===== src/rtl/fetch_pkg.sv =====
// Shared types and helpers for the instruction fetch controller.
package fetch_pkg;

  typedef enum logic [2:0] {
    StIdle,
    StRequest,
    StWait,
    StDeliver,
    StFlush,
    StFault
  } fetch_state_t;

  typedef enum logic [1:0] {
    SelNone,
    SelTrap,
    SelBranch,
    SelJump
  } redirect_sel_t;

  localparam logic StrideHalf = 1'b0;
  localparam logic StrideWord = 1'b1;

  // Full-width (32-bit) encodings have both low opcode bits set.
  function automatic logic is_full_width(input logic [31:0] instr);
    return instr[1:0] == 2'b11;
  endfunction

endpackage


===== src/rtl/redirect_arbiter.sv =====
// Fixed-priority redirect select: trap over branch over jump.
module redirect_arbiter
  import fetch_pkg::*;
(
  input  logic          i_TrapRedirect,
  input  logic [31:0]   i_TrapAddress,
  input  logic          i_BranchRedirect,
  input  logic [31:0]   i_BranchAddress,
  input  logic          i_JumpRedirect,
  input  logic [31:0]   i_JumpAddress,
  output logic          o_Active,
  output redirect_sel_t o_Select,
  output logic [31:0]   o_Address,
  output logic          o_Misaligned
);

  logic [31:0] target;

  always_comb begin
    o_Select = SelNone;
    target   = '0;
    if (i_TrapRedirect) begin
      o_Select = SelTrap;
      target   = i_TrapAddress;
    end else if (i_BranchRedirect) begin
      o_Select = SelBranch;
      target   = i_BranchAddress;
    end else if (i_JumpRedirect) begin
      o_Select = SelJump;
      target   = i_JumpAddress;
    end
  end

  assign o_Active     = (o_Select != SelNone);
  assign o_Address    = {target[31:1], 1'b0};
  assign o_Misaligned = target[0];

endmodule


===== src/rtl/fetch_controller.sv =====
// Single-outstanding instruction fetch sequencer with redirect arbitration and
// stale-response flushing.
module fetch_controller
  import fetch_pkg::*;
#(
  parameter int unsigned ResponseTimeout = 255,
  parameter int unsigned TimeoutWidth    = 8
) (
  input  logic        i_Clock,
  input  logic        i_Reset,
  input  logic [31:0] i_PointerAddress,
  output logic        o_Load,
  output logic [31:0] o_LoadAddress,
  output logic        o_Stride,
  output logic        o_Stall,
  output logic        o_FetchValid,
  output logic [31:0] o_FetchAddress,
  input  logic        i_FetchReady,
  input  logic        i_ResponseValid,
  input  logic [31:0] i_ResponseData,
  output logic        o_InstructionValid,
  output logic [31:0] o_Instruction,
  output logic [31:0] o_InstructionAddress,
  input  logic        i_InstructionReady,
  input  logic        i_TrapRedirect,
  input  logic [31:0] i_TrapAddress,
  input  logic        i_BranchRedirect,
  input  logic [31:0] i_BranchAddress,
  input  logic        i_JumpRedirect,
  input  logic [31:0] i_JumpAddress,
  output logic        o_Misaligned,
  output logic        o_FetchFault
);

  localparam bit                    TimeoutOn   = (ResponseTimeout != 0);
  localparam logic [TimeoutWidth-1:0] TimeoutLast = TimeoutWidth'(ResponseTimeout - 1);

  fetch_state_t            state_q, state_d;
  logic [31:0]             buf_q, buf_d;
  logic [31:0]             buf_addr_q, buf_addr_d;
  logic [TimeoutWidth-1:0] cnt_q, cnt_d;

  logic          arb_active;
  redirect_sel_t arb_sel;
  logic [31:0]   arb_addr;
  logic          arb_misaligned;

  redirect_arbiter u_redirect_arbiter (
    .i_TrapRedirect   (i_TrapRedirect),
    .i_TrapAddress    (i_TrapAddress),
    .i_BranchRedirect (i_BranchRedirect),
    .i_BranchAddress  (i_BranchAddress),
    .i_JumpRedirect   (i_JumpRedirect),
    .i_JumpAddress    (i_JumpAddress),
    .o_Active         (arb_active),
    .o_Select         (arb_sel),
    .o_Address        (arb_addr),
    .o_Misaligned     (arb_misaligned)
  );

  logic redirect;
  logic waiting;
  logic timed_out;

  assign redirect  = arb_active && (arb_sel != SelNone) && (state_q != StIdle);
  assign waiting   = (state_q == StWait) || (state_q == StFlush);
  assign timed_out = TimeoutOn && (cnt_q == TimeoutLast);

  always_comb begin
    state_d              = state_q;
    buf_d                = buf_q;
    buf_addr_d           = buf_addr_q;
    o_Load               = 1'b0;
    o_LoadAddress        = '0;
    o_Stride             = StrideHalf;
    o_Stall              = 1'b1;
    o_FetchValid         = 1'b0;
    o_FetchAddress       = '0;
    o_InstructionValid   = 1'b0;
    o_Instruction        = '0;
    o_InstructionAddress = '0;
    o_Misaligned         = 1'b0;
    o_FetchFault         = 1'b0;

    case (state_q)
      StIdle: state_d = StRequest;
      StRequest: begin
        o_FetchValid   = 1'b1;
        o_FetchAddress = i_PointerAddress;
        if (i_FetchReady) begin
          buf_addr_d = i_PointerAddress;
          state_d    = StWait;
        end
      end
      StWait: begin
        if (i_ResponseValid) begin
          buf_d   = i_ResponseData;
          state_d = StDeliver;
        end else if (timed_out) begin
          state_d = StFault;
        end
      end
      StDeliver: begin
        o_InstructionValid   = 1'b1;
        o_Instruction        = buf_q;
        o_InstructionAddress = buf_addr_q;
        if (i_InstructionReady) begin
          o_Stall  = 1'b0;
          o_Stride = is_full_width(buf_q) ? StrideWord : StrideHalf;
          state_d  = StRequest;
        end
      end
      StFlush: begin
        if (i_ResponseValid) begin
          state_d = StRequest;
        end else if (timed_out) begin
          state_d = StFault;
        end
      end
      StFault: o_FetchFault = 1'b1;
      default: state_d = StIdle;
    endcase

    // A redirect overrides everything above; a pending response must still be drained.
    if (redirect) begin
      o_Load               = 1'b1;
      o_LoadAddress        = arb_addr;
      o_Misaligned         = arb_misaligned;
      o_Stall              = 1'b0;
      o_Stride             = StrideHalf;
      o_FetchValid         = 1'b0;
      o_FetchAddress       = '0;
      o_InstructionValid   = 1'b0;
      o_Instruction        = '0;
      o_InstructionAddress = '0;
      buf_d                = '0;
      buf_addr_d           = buf_addr_q;
      state_d              = (waiting && !i_ResponseValid) ? StFlush : StRequest;
    end

    if (waiting && ((state_d == StWait) || (state_d == StFlush))) begin
      cnt_d = cnt_q + TimeoutWidth'(1);
    end else begin
      cnt_d = '0;
    end
  end

  always_ff @(posedge i_Clock or negedge i_Reset) begin
    if (!i_Reset) begin
      state_q    <= StIdle;
      buf_q      <= '0;
      buf_addr_q <= '0;
      cnt_q      <= '0;
    end else begin
      state_q    <= state_d;
      buf_q      <= buf_d;
      buf_addr_q <= buf_addr_d;
      cnt_q      <= cnt_d;
    end
  end

endmodule


===== config.mk =====
export PLATFORM = sky130hd
export DESIGN_NAME = fetch_controller
export DESIGN_NICKNAME = d
export VERILOG_FILES = /design/src/rtl/fetch_pkg.sv /design/src/rtl/redirect_arbiter.sv /design/src/rtl/fetch_controller.sv
export SDC_FILE = /design/constraint.sdc
export NUM_CORES = 1
export LEC_CHECK = 0
export BUFFER_PORTS_ARGS = -buffer_cell sky130_fd_sc_hd__buf_4
export CAP_MARGIN = 20
export CORE_MARGIN = 8
export CORE_UTILIZATION = 45
export CTS_CLUSTER_SIZE = 10
export DETAILED_ROUTE_END_ITERATION = 12
export HOLD_SLACK_MARGIN = 0.02
export PLACE_DENSITY = 0.8
export SETUP_SLACK_MARGIN = 0.02
export SLEW_MARGIN = 20
export SYNTH_ARGS = -nofsm -noshare
export SYNTH_HDL_FRONTEND = slang
export SYNTH_HIERARCHICAL = 1
export SYNTH_SLANG_ARGS = --single-unit

===== constraint.sdc =====
create_clock -name i_Clock -period 2.4 [get_ports i_Clock]
set_input_delay 0.24 -clock i_Clock [delete_from_list [all_inputs] [get_ports i_Clock]]
set_output_delay 0.24 -clock i_Clock [all_outputs]
set_load 0.005 [all_outputs]

== After elaboration in Yosys (flattened, before gate mapping) ==
Cells that the tools add are included.

* Register bits: 75
* Input port bits: 168
* Output and inout bits: 135
* Logic and storage cells: 67

* $add $sub $neg: 1
* Equal/unequal tests: 9
* Muxes and demuxes: 39
* Bitwise logic cells: 1
* Reduce and logical (&&, ||, !) cells: 13

{| class="wikitable"
|+ Operators by type and width
! operator !! count
|-
| $mux 32 || 13
|-
| $mux 3 || 7
|-
| $pmux 3 s6 || 1
|-
| $mux 1 || 14
|-
| $eq 3x2->1 const B || 3
|-
| $eq 3x3->1 const B || 3
|-
| $add 8x1->8 const B || 1
|-
| $eq 8x8->1 const B || 1
|-
| $mux 8 || 1
|-
| $mux 2 || 3
|-
| $reduce_bool 2->1 || 3
|-
| $eq 3x1->1 const B || 1
|-
| $logic_and 1x1->1 || 3
|-
| $logic_not 3->1 || 1
|-
| $reduce_and 3->1 || 1
|-
| $reduce_bool 3->1 || 1
|-
| $eq 2x2->1 const B || 1
|-
| $logic_or 1x1->1 || 2
|-
| $reduce_and 2->1 || 1
|-
| $logic_not 1->1 || 1
|-
| $not 1->1 || 1
|}

== Logic depth before layout (Yosys ltp) ==
Gate-level depths: netlist (run 1).

* Depth after elaboration: 10
* Mapped depth: 9
* Depth with buffers taken out: 6

== By module ==
Netlist (run 1), hierarchy kept.

{| class="wikitable"
|+ By module, submodules not included
! module !! times used !! cells an instance !! area each (um^2) !! sequential area each (um^2)
|-
| fetch_controller || 1 || 424 || 4,048.9 || 1,876.8
|-
| redirect_arbiter || 1 || 153 || 1,157.4 || 0.0
|}

== Least setup slack after synthesis (run 1) ==
OpenSTA, ideal clock, no wires.

* Path type: input -> output
* From: input port i_JumpRedirect
* To: output port o_InstructionAddress[10]
* Arrival time: 1.659 ns
* Required time: 2.160 ns
* Path slack: 0.501 ns
* Cell stages on the path: 8
* Buffers on the path: 4
* Path through: buf_4 -> buf_2 -> a21o_1 -> o21a_2 -> nor3_1 -> clkbuf_2 -> clkbuf_2 -> and2_1

* Cells in the longest elaborated chain, start to end: 6

{| class="wikitable"
|+ Ends and longest elaborated chain
! what !! line !! source
|-
| start: declaration || fetch_controller.sv:29 || <nowiki>input logic i_JumpRedirect,</nowiki>
|-
| $mux 2 || redirect_arbiter.sv:28 || <nowiki>end else if (i_JumpRedirect) begin</nowiki>
|-
| $mux 2 || redirect_arbiter.sv:25 || <nowiki>end else if (i_BranchRedirect) begin</nowiki>
|-
| $mux 2 || redirect_arbiter.sv:22 || <nowiki>if (i_TrapRedirect) begin</nowiki>
|-
| via arb_sel[0] || fetch_controller.sv:44 || <nowiki>redirect_sel_t arb_sel;</nowiki>
|-
| $reduce_bool 2->1 || redirect_arbiter.sv:34, fetch_controller.sv:65 ||
|-
| $logic_and 1x1->1 || fetch_controller.sv:65 || <nowiki>assign redirect = arb_active && (arb_sel != SelNone) && (state_q != StIdle);</nowiki>
|-
| $mux 32 || fetch_controller.sv:125 || <nowiki>if (redirect) begin</nowiki>
|-
| end: declaration || fetch_controller.sv:23 || <nowiki>output logic [31:0] o_InstructionAddress,</nowiki>
|}

The timed path passes the listed nets, and every way through them passes these cells.

== Final worst setup path (run 1) ==
* From: register state_q[2]
* To: output port o_Instruction[28]

* Cells in the longest elaborated chain, start to end: 3
* Elaborated cells between the ends (all ways): 5
* Those cells by class: eq/ne (1); mux (2); reduce/logical (2)

{| class="wikitable"
|+ Ends and longest elaborated chain
! what !! line !! source
|-
| start: declaration || fetch_controller.sv:38 || <nowiki>fetch_state_t state_q, state_d;</nowiki>
|-
| start signal: assignment || fetch_controller.sv:150 || <nowiki>state_q <= StIdle;</nowiki>
|-
| start signal: assignment || fetch_controller.sv:155 || <nowiki>state_q <= state_d;</nowiki>
|-
| $eq 3x2->1 / $reduce_bool 3->1 (equally long branches) || fetch_controller.sv:85, fetch_controller.sv:65 ||
|-
| $mux 32 / $logic_and 1x1->1 (equally long branches) || fetch_controller.sv:85, fetch_controller.sv:65 ||
|-
| $mux 32 (*) || fetch_controller.sv:125 ||
|-
| end: declaration || fetch_controller.sv:22 || <nowiki>output logic [31:0] o_Instruction,</nowiki>
|}

Mark *: on every way between the ends. The rest lies on a longest branch, timed or not.

==> results.cfg, run 1 <==
[critical_path]
worst-path-buf-inv = 3
cp-end-kind = primary output
worst_path_max_delay_cell = dfrtp_1
critPathRequiredTime_ns = 2.16
slowest_delay_ns = 0.40
start_kind = flip-flop
worstPathArrival_ns = 2.02
critPathTopFamily = simple AND/OR/NAND/NOR gates
cp_cell_sequence = buf_4 > nand2b_2 > nor3_4 > buf_6 > and2_1 > buf_4
rr_worst_depth = 4
cp_num_cells = 6
cp_max_fo = 32
crit_type = reg -> out
path_common_cell = buf_4

[power]
total_power_mw = 4.57
p_leak_nw = 3.64
vdd_drop_max_v = 0.000370
cellPowerDensity_nw_per_um2 = 588

[yosys]
synth_area_leaders = dfrtp_1, and2_1, a21oi_2
post-synth-top-area-cell = dfrtp_1
syn-cell-area_um2 = 5210
syn_area_per_cell_um2 = 9.02
syn_nets = 747
synth_flop_cell = dfrtp_1
syn_inst = 577
ys_ff_latch = 75
synth_top_area_share_pct = 36.0
synth.distinct_cells = 50
synth_warnings = 6
synth_edf_count = 0
synth_async_sr_flop_share_pct = 100
ys_seq_area_share_pct = 36.0

[timing]
post-route-min-period_ns = 2.26
setup_tns_ns = 0
fmaxAchievable_mhz = 443
fin_skew_ns = 0.00694
maxSlewViolCount = 0
worstMarginPinSlew_ns = 0.940
rsz0062_at_grt = true
timing.final.crit_share_pct = 94.1
maxSlewHeadroom_pct = 37.4
finalHoldViolCount = 0
setup_violations = 0
hold_ws_ns = 0.0601

[clocking]
post_cts_buffers = 0
cts_tree = built
path_clk_slew_ns = 0.06
cts_made_buffers = 9
root_buffer = clkbuf_16
clock-sinks = 75
clk_path_buf_depth = 2
clk_latency_ns = 0.32
cts_hold_buf = 0
htreeDepth = 3

[run_status]
status = complete, no violations

[routing]
drtIter0Drc = 326
dr.pass1.iters = 7
drt_wl_total_um = 17700
vias = 5101
wl_per_cell_um = 17.8
drc = 0
ant_nets = 0
vias_per_cell = 5.11

[grt]
grt_max_degree = 76
antenna_found_initial = 0
gr-usage-all-layers_pct = 21.6
grt_pass1_wl_um = 25900
grt_pass1_vias = 4986
overflow = 0

[finish]
syn2layout_area_growth_pct = 49.3
fin_nets = 1022
utilization_pct = 68.4
final_cell_count_no_fill = 998
n_antenna_cell = 0
drive_gt1_share_pct = 48.8

[die]
design.die.area_um2 = 15300
die_x_um = 124
ios = 303
die_h_um = 124
initial_utilization_pct = 45.8
row_count = 39
core_um2 = 11400

[run]
maxCapViolCount = 0

[hold_path]
min_path_type = in -> async

[placed_design]
globalplace.congestion = 0.849
hpwl_um = 13600
portBuffers = 301
dp_cells = 982
==> kinds of logic (layout without fill, tap and decap cells) <==
group | count (synthesis) | count (layout) | share of synthesized area, %
AOI/OAI and AO/OA | 113 | 113 | 15.3
xor gates and xnor gates | 6 | 6 | 1.01
adders and majority gates | 3 | 3 | 0.673
buffers and inverters | 52 | 329 | 6.85
DFF | 75 | 75 | 36.0
muxes | 32 | 32 | 6.92
other | 1 | 1 | 0.0720
and+or+nand+nor | 295 | 296 | 33.1
==> synthesized netlist by cell type (2+ instances only) <==
master      n
nand2b_1    2
ha_1        2
clkbuf_1   12
clkbuf_2    6
mux2_2     30
buf_6       8
buf_2      12
nand3_1     4
a21oi_2    49
dfrtp_1    75
mux2_1      2
a21o_1      2
inv_1       3
a21oi_1    48
nand3b_1   32
xor2_1      3
buf_4       8
buf_12      3
o21ai_0     2
nor2b_1    25
and2b_1     8
nand2_1    69
nor2_1     13
nor3_1      3
and2_1    129
xnor2_1     3
==> area by class of cell <==
class	count	area, um^2
Multi-Input combinational cell	451	3010
Sequential cell	75	1880
Fill cell	879	3600
Clock buffer	12	256
Inverter	3	11.3
Tap cell	143	179
Timing Repair Buffer	312	2380
Clock inverter	2	60.1
==> timing repair <==
item / CTS / global route
setup endpoints to repair: 33 / 31
gates cloned: 1 / 1
gates resized for setup: 3 / 4
==> power breakdown <==
| group | internal [mW] | total [mW] | switching (mW) |
|---|---|---|---|
| clock network | 0.955 | 1.42 | 0.469 |
| registers | 1.54 | 1.67 | 0.131 |
| logic | 0.843 | 1.47 | 0.628 |
==> worst paths after layout <==
path                                           start                          to  slack [ns]
min in group i_Clock            i_PointerAddress[10]  buf_addr_q[10]$_DFFE_PN0P_        0.14
setup / recovery                state_q[2]$_DFF_PN0_           o_Instruction[28]        0.14
hold / removal                               i_Reset       buf_q[10]$_DFFE_PN0P_        0.06
setup reg to reg                state_q[0]$_DFF_PN0_       buf_q[28]$_DFFE_PN0P_        0.58
hold reg to reg            buf_addr_q[9]$_DFFE_PN0P_   buf_addr_q[9]$_DFFE_PN0P_        0.48
max in group asynchronous                    i_Reset        state_q[1]$_DFF_PN0_        1.67
==> cell usage in the layout, fill, tap and decap left out, drive strengths merged, types with 2 or more instances in the layout <==
cell type,count
a21oi,97
bufinv,2
inv,3
mux2,32
nor2b,25
dfrtp,75
a21o,2
nand2b,2
and2,129
xor2,3
o21ai,3
nand2,69
clkbuf,13
nor3,4
nand3,4
xnor2,3
nor4,2
nor2,14
and2b,8
buf,311
ha,2
nand3b,33
==> flip-flops by register name, indices dropped and copies added, names as in the netlist <==
name        flops
state_q         3
buf_addr_q     32
buf_q          32
cnt_q           8
==> stage by stage <==
step / cell area, um^2 / setup slack (ns)
final: 7770 / 0.141
after global routing: 7770 / 0.00529
after global placement: 7410 / 0.250
after CTS: 7740 / 0.108
after detailed placement: 7410 / 0.125
after floorplan: 5210 / 0.501
==> metal layers <==
layer	wire length, um	vias to the layer above	track usage, %
li1	-	2474	-
met1	6440	2353	22.9
met2	9030	253	38.8
met3	2010	21	8.72
met4	241	0	5.72
met5	0	-	0
Power figures use the tool's default switching activity.
==> run 2: changes to the inputs <==
Settings changed: MAX_ROUTING_LAYER from default to met4, PLACE_DENSITY 0.8 to 0.82.
==> run 2 against run 1 <==
Sequential power about the same. Hold slack worse by 0.027 ns. Sequential share of layout area up 0.32 points. Power down 5.9%. First-iteration DRC count up 2.5%. Die area unchanged. Routed wire length up 0.67%. Critical path type unchanged.
==> results.cfg, run 2 (synthesis results as in run 1) <==
[run_status]
status = complete, no violations

[placed_design]
hpwl_um = 14300
placed_area_um2 = 7400
portBuffers = 301
dp_cells = 981
globalplace.congestion = 0.911

[grt]
antenna_found_initial = 0
gr-usage-all-layers_pct = 23.0
grt_max_degree = 76
grt_pass1_wl_um = 26600
grt_pass1_vias = 5349
overflow = 0

[die]
row_count = 39
ios = 303
core_um2 = 11400
die_x_um = 124
initial_utilization_pct = 45.8
design.die.area_um2 = 15300
die_h_um = 124

[timing]
timing.final.crit_share_pct = 93.3
setup_tns_ns = 0
finalHoldViolCount = 0
fin_skew_ns = 0.00426
rsz0062_at_grt = false
post-route-min-period_ns = 2.24
maxSlewHeadroom_pct = 38.7
worstMarginPinSlew_ns = 0.919
setup_violations = 0
fmaxAchievable_mhz = 447
maxSlewViolCount = 0

[finish]
final_cell_count_no_fill = 997
final_common_cell = buf_4
final_cell_mix = buf_4, and2_1, dfrtp_1, nand2_1, a21oi_2
postLayoutCellArea_um2 = 7670
fin_nets = 1019
utilization_pct = 67.5
drive_gt1_share_pct = 48.5
n_antenna_cell = 0
syn2layout_area_growth_pct = 47.3
largestRegisters = buf_addr_q x32, buf_q x32, cnt_q x8

[clocking]
root_buffer = clkbuf_16
cts_made_buffers = 9
clock-sinks = 75
htreeDepth = 3
clk_path_buf_depth = 2
clk_latency_ns = 0.33
cts_tree = built
cts_hold_buf = 0
path_clk_slew_ns = 0.05

[routing]
drc = 0
ant_nets = 0
vias = 5140
met1_length_um = 6310
met3WireLength_um = 1840
top_layer_used = met4
drt_wl_total_um = 17800
wl_per_cell_um = 17.9
drtIter0Drc = 334
route.met2.wl_um = 9310
vias_per_cell = 5.16
dr.pass1.iters = 4

[critical_path]
critPathRequiredTime_ns = 2.16
worst_path_max_delay_cell = dfrtp_1
reg2reg_from = state_q[1]$_DFF_PN0_
cp_max_fo = 33
start_kind = flip-flop
startpoint = state_q[0]$_DFF_PN0_
path_common_cell = buf_4
slowest_delay_ns = 0.54
critPathTopFamily = buffers and inverters
cp_cell_sequence = inv_1 > nor4_4 > buf_4 > and2_1 > buf_4
worstPathArrival_ns = 2.00
regToRegSetupSlack_ns = 0.47
cp-end-kind = primary output
crit_type = reg -> out
worst-path-buf-inv = 3

[power]
p_clk_share_pct = 27.2
swShare_pct = 28.6
power_frac_comb_pct = 33.8
p_int_mw = 3.07
p_seq_share_pct = 39.0
p_leak_nw = 3.60
cellPowerDensity_nw_per_um2 = 561
p_sw_mw = 1.23
vdd_drop_max_v = 0.000454

[run]
maxCapViolCount = 0

[hold_path]
min_path_type = in -> async
-- run 2: final timing paths --
| path | to | depth (start not counted) |
|---|---|---|
| setup reg to reg | buf_q[8]$_DFFE_PN0P_ | 4 |
| setup / recovery | o_FetchAddress[21] | 5 |
| max in group asynchronous | state_q[2]$_DFF_PN0_ | 1 |
| hold / removal | buf_addr_q[0]$_DFFE_PN0P_ | 1 |
| hold reg to reg | buf_addr_q[9]$_DFFE_PN0P_ | 1 |
| min in group i_Clock | buf_addr_q[9]$_DFFE_PN0P_ | 2 |
-- run 2: area by class of cell --
class,count,area (um^2)
Clock buffer,11,233
Fill cell,888,3700
Multi-Input combinational cell,450,2990
Timing Repair Buffer,310,2350
Tap cell,143,179
Inverter,3,11.3
Clock inverter,5,30.0
Sequential cell,75,1880
-- run 2: timing repair --
action                     in CTS  in global routing
gates resized for setup         0                  2
setup endpoints to repair       0                 74
buffers inserted                0                  0
-- run 2: metrics by stage --
stage | hold WS [ns] | total power, mW | worst slack (ns)
4_1_cts | 0.0715 | 4.36 | 0.0733
6_report | 0.0327 | 4.30 | 0.161
2_1_floorplan | -0.0556 | 2.46 | 0.501
3_5_place_dp | 0.431 | 3.17 | 0.251
5_1_grt | 0.122 | 4.56 | 0.0305
3_3_place_gp | 0.425 | 3.12 | 0.273
-- run 2: power groups by stage --
stage          logic (mW)  registers (mW)  clock network (mW)
2_1_floorplan       0.823            1.64                   0
3_3_place_gp         1.43            1.68                   0
3_5_place_dp         1.47            1.70                   0
4_1_cts              1.48            1.68                1.20
5_1_grt              1.59            1.71                1.26
6_report             1.45            1.68                1.17
-- run 2: metal layers --
layer / vias up / GRT usage (%)
met4: 0 / 7.67
met5: - / -
met2: 254 / 40.8
li1: 2461 / -
met1: 2395 / 23.4
met3: 30 / 7.63
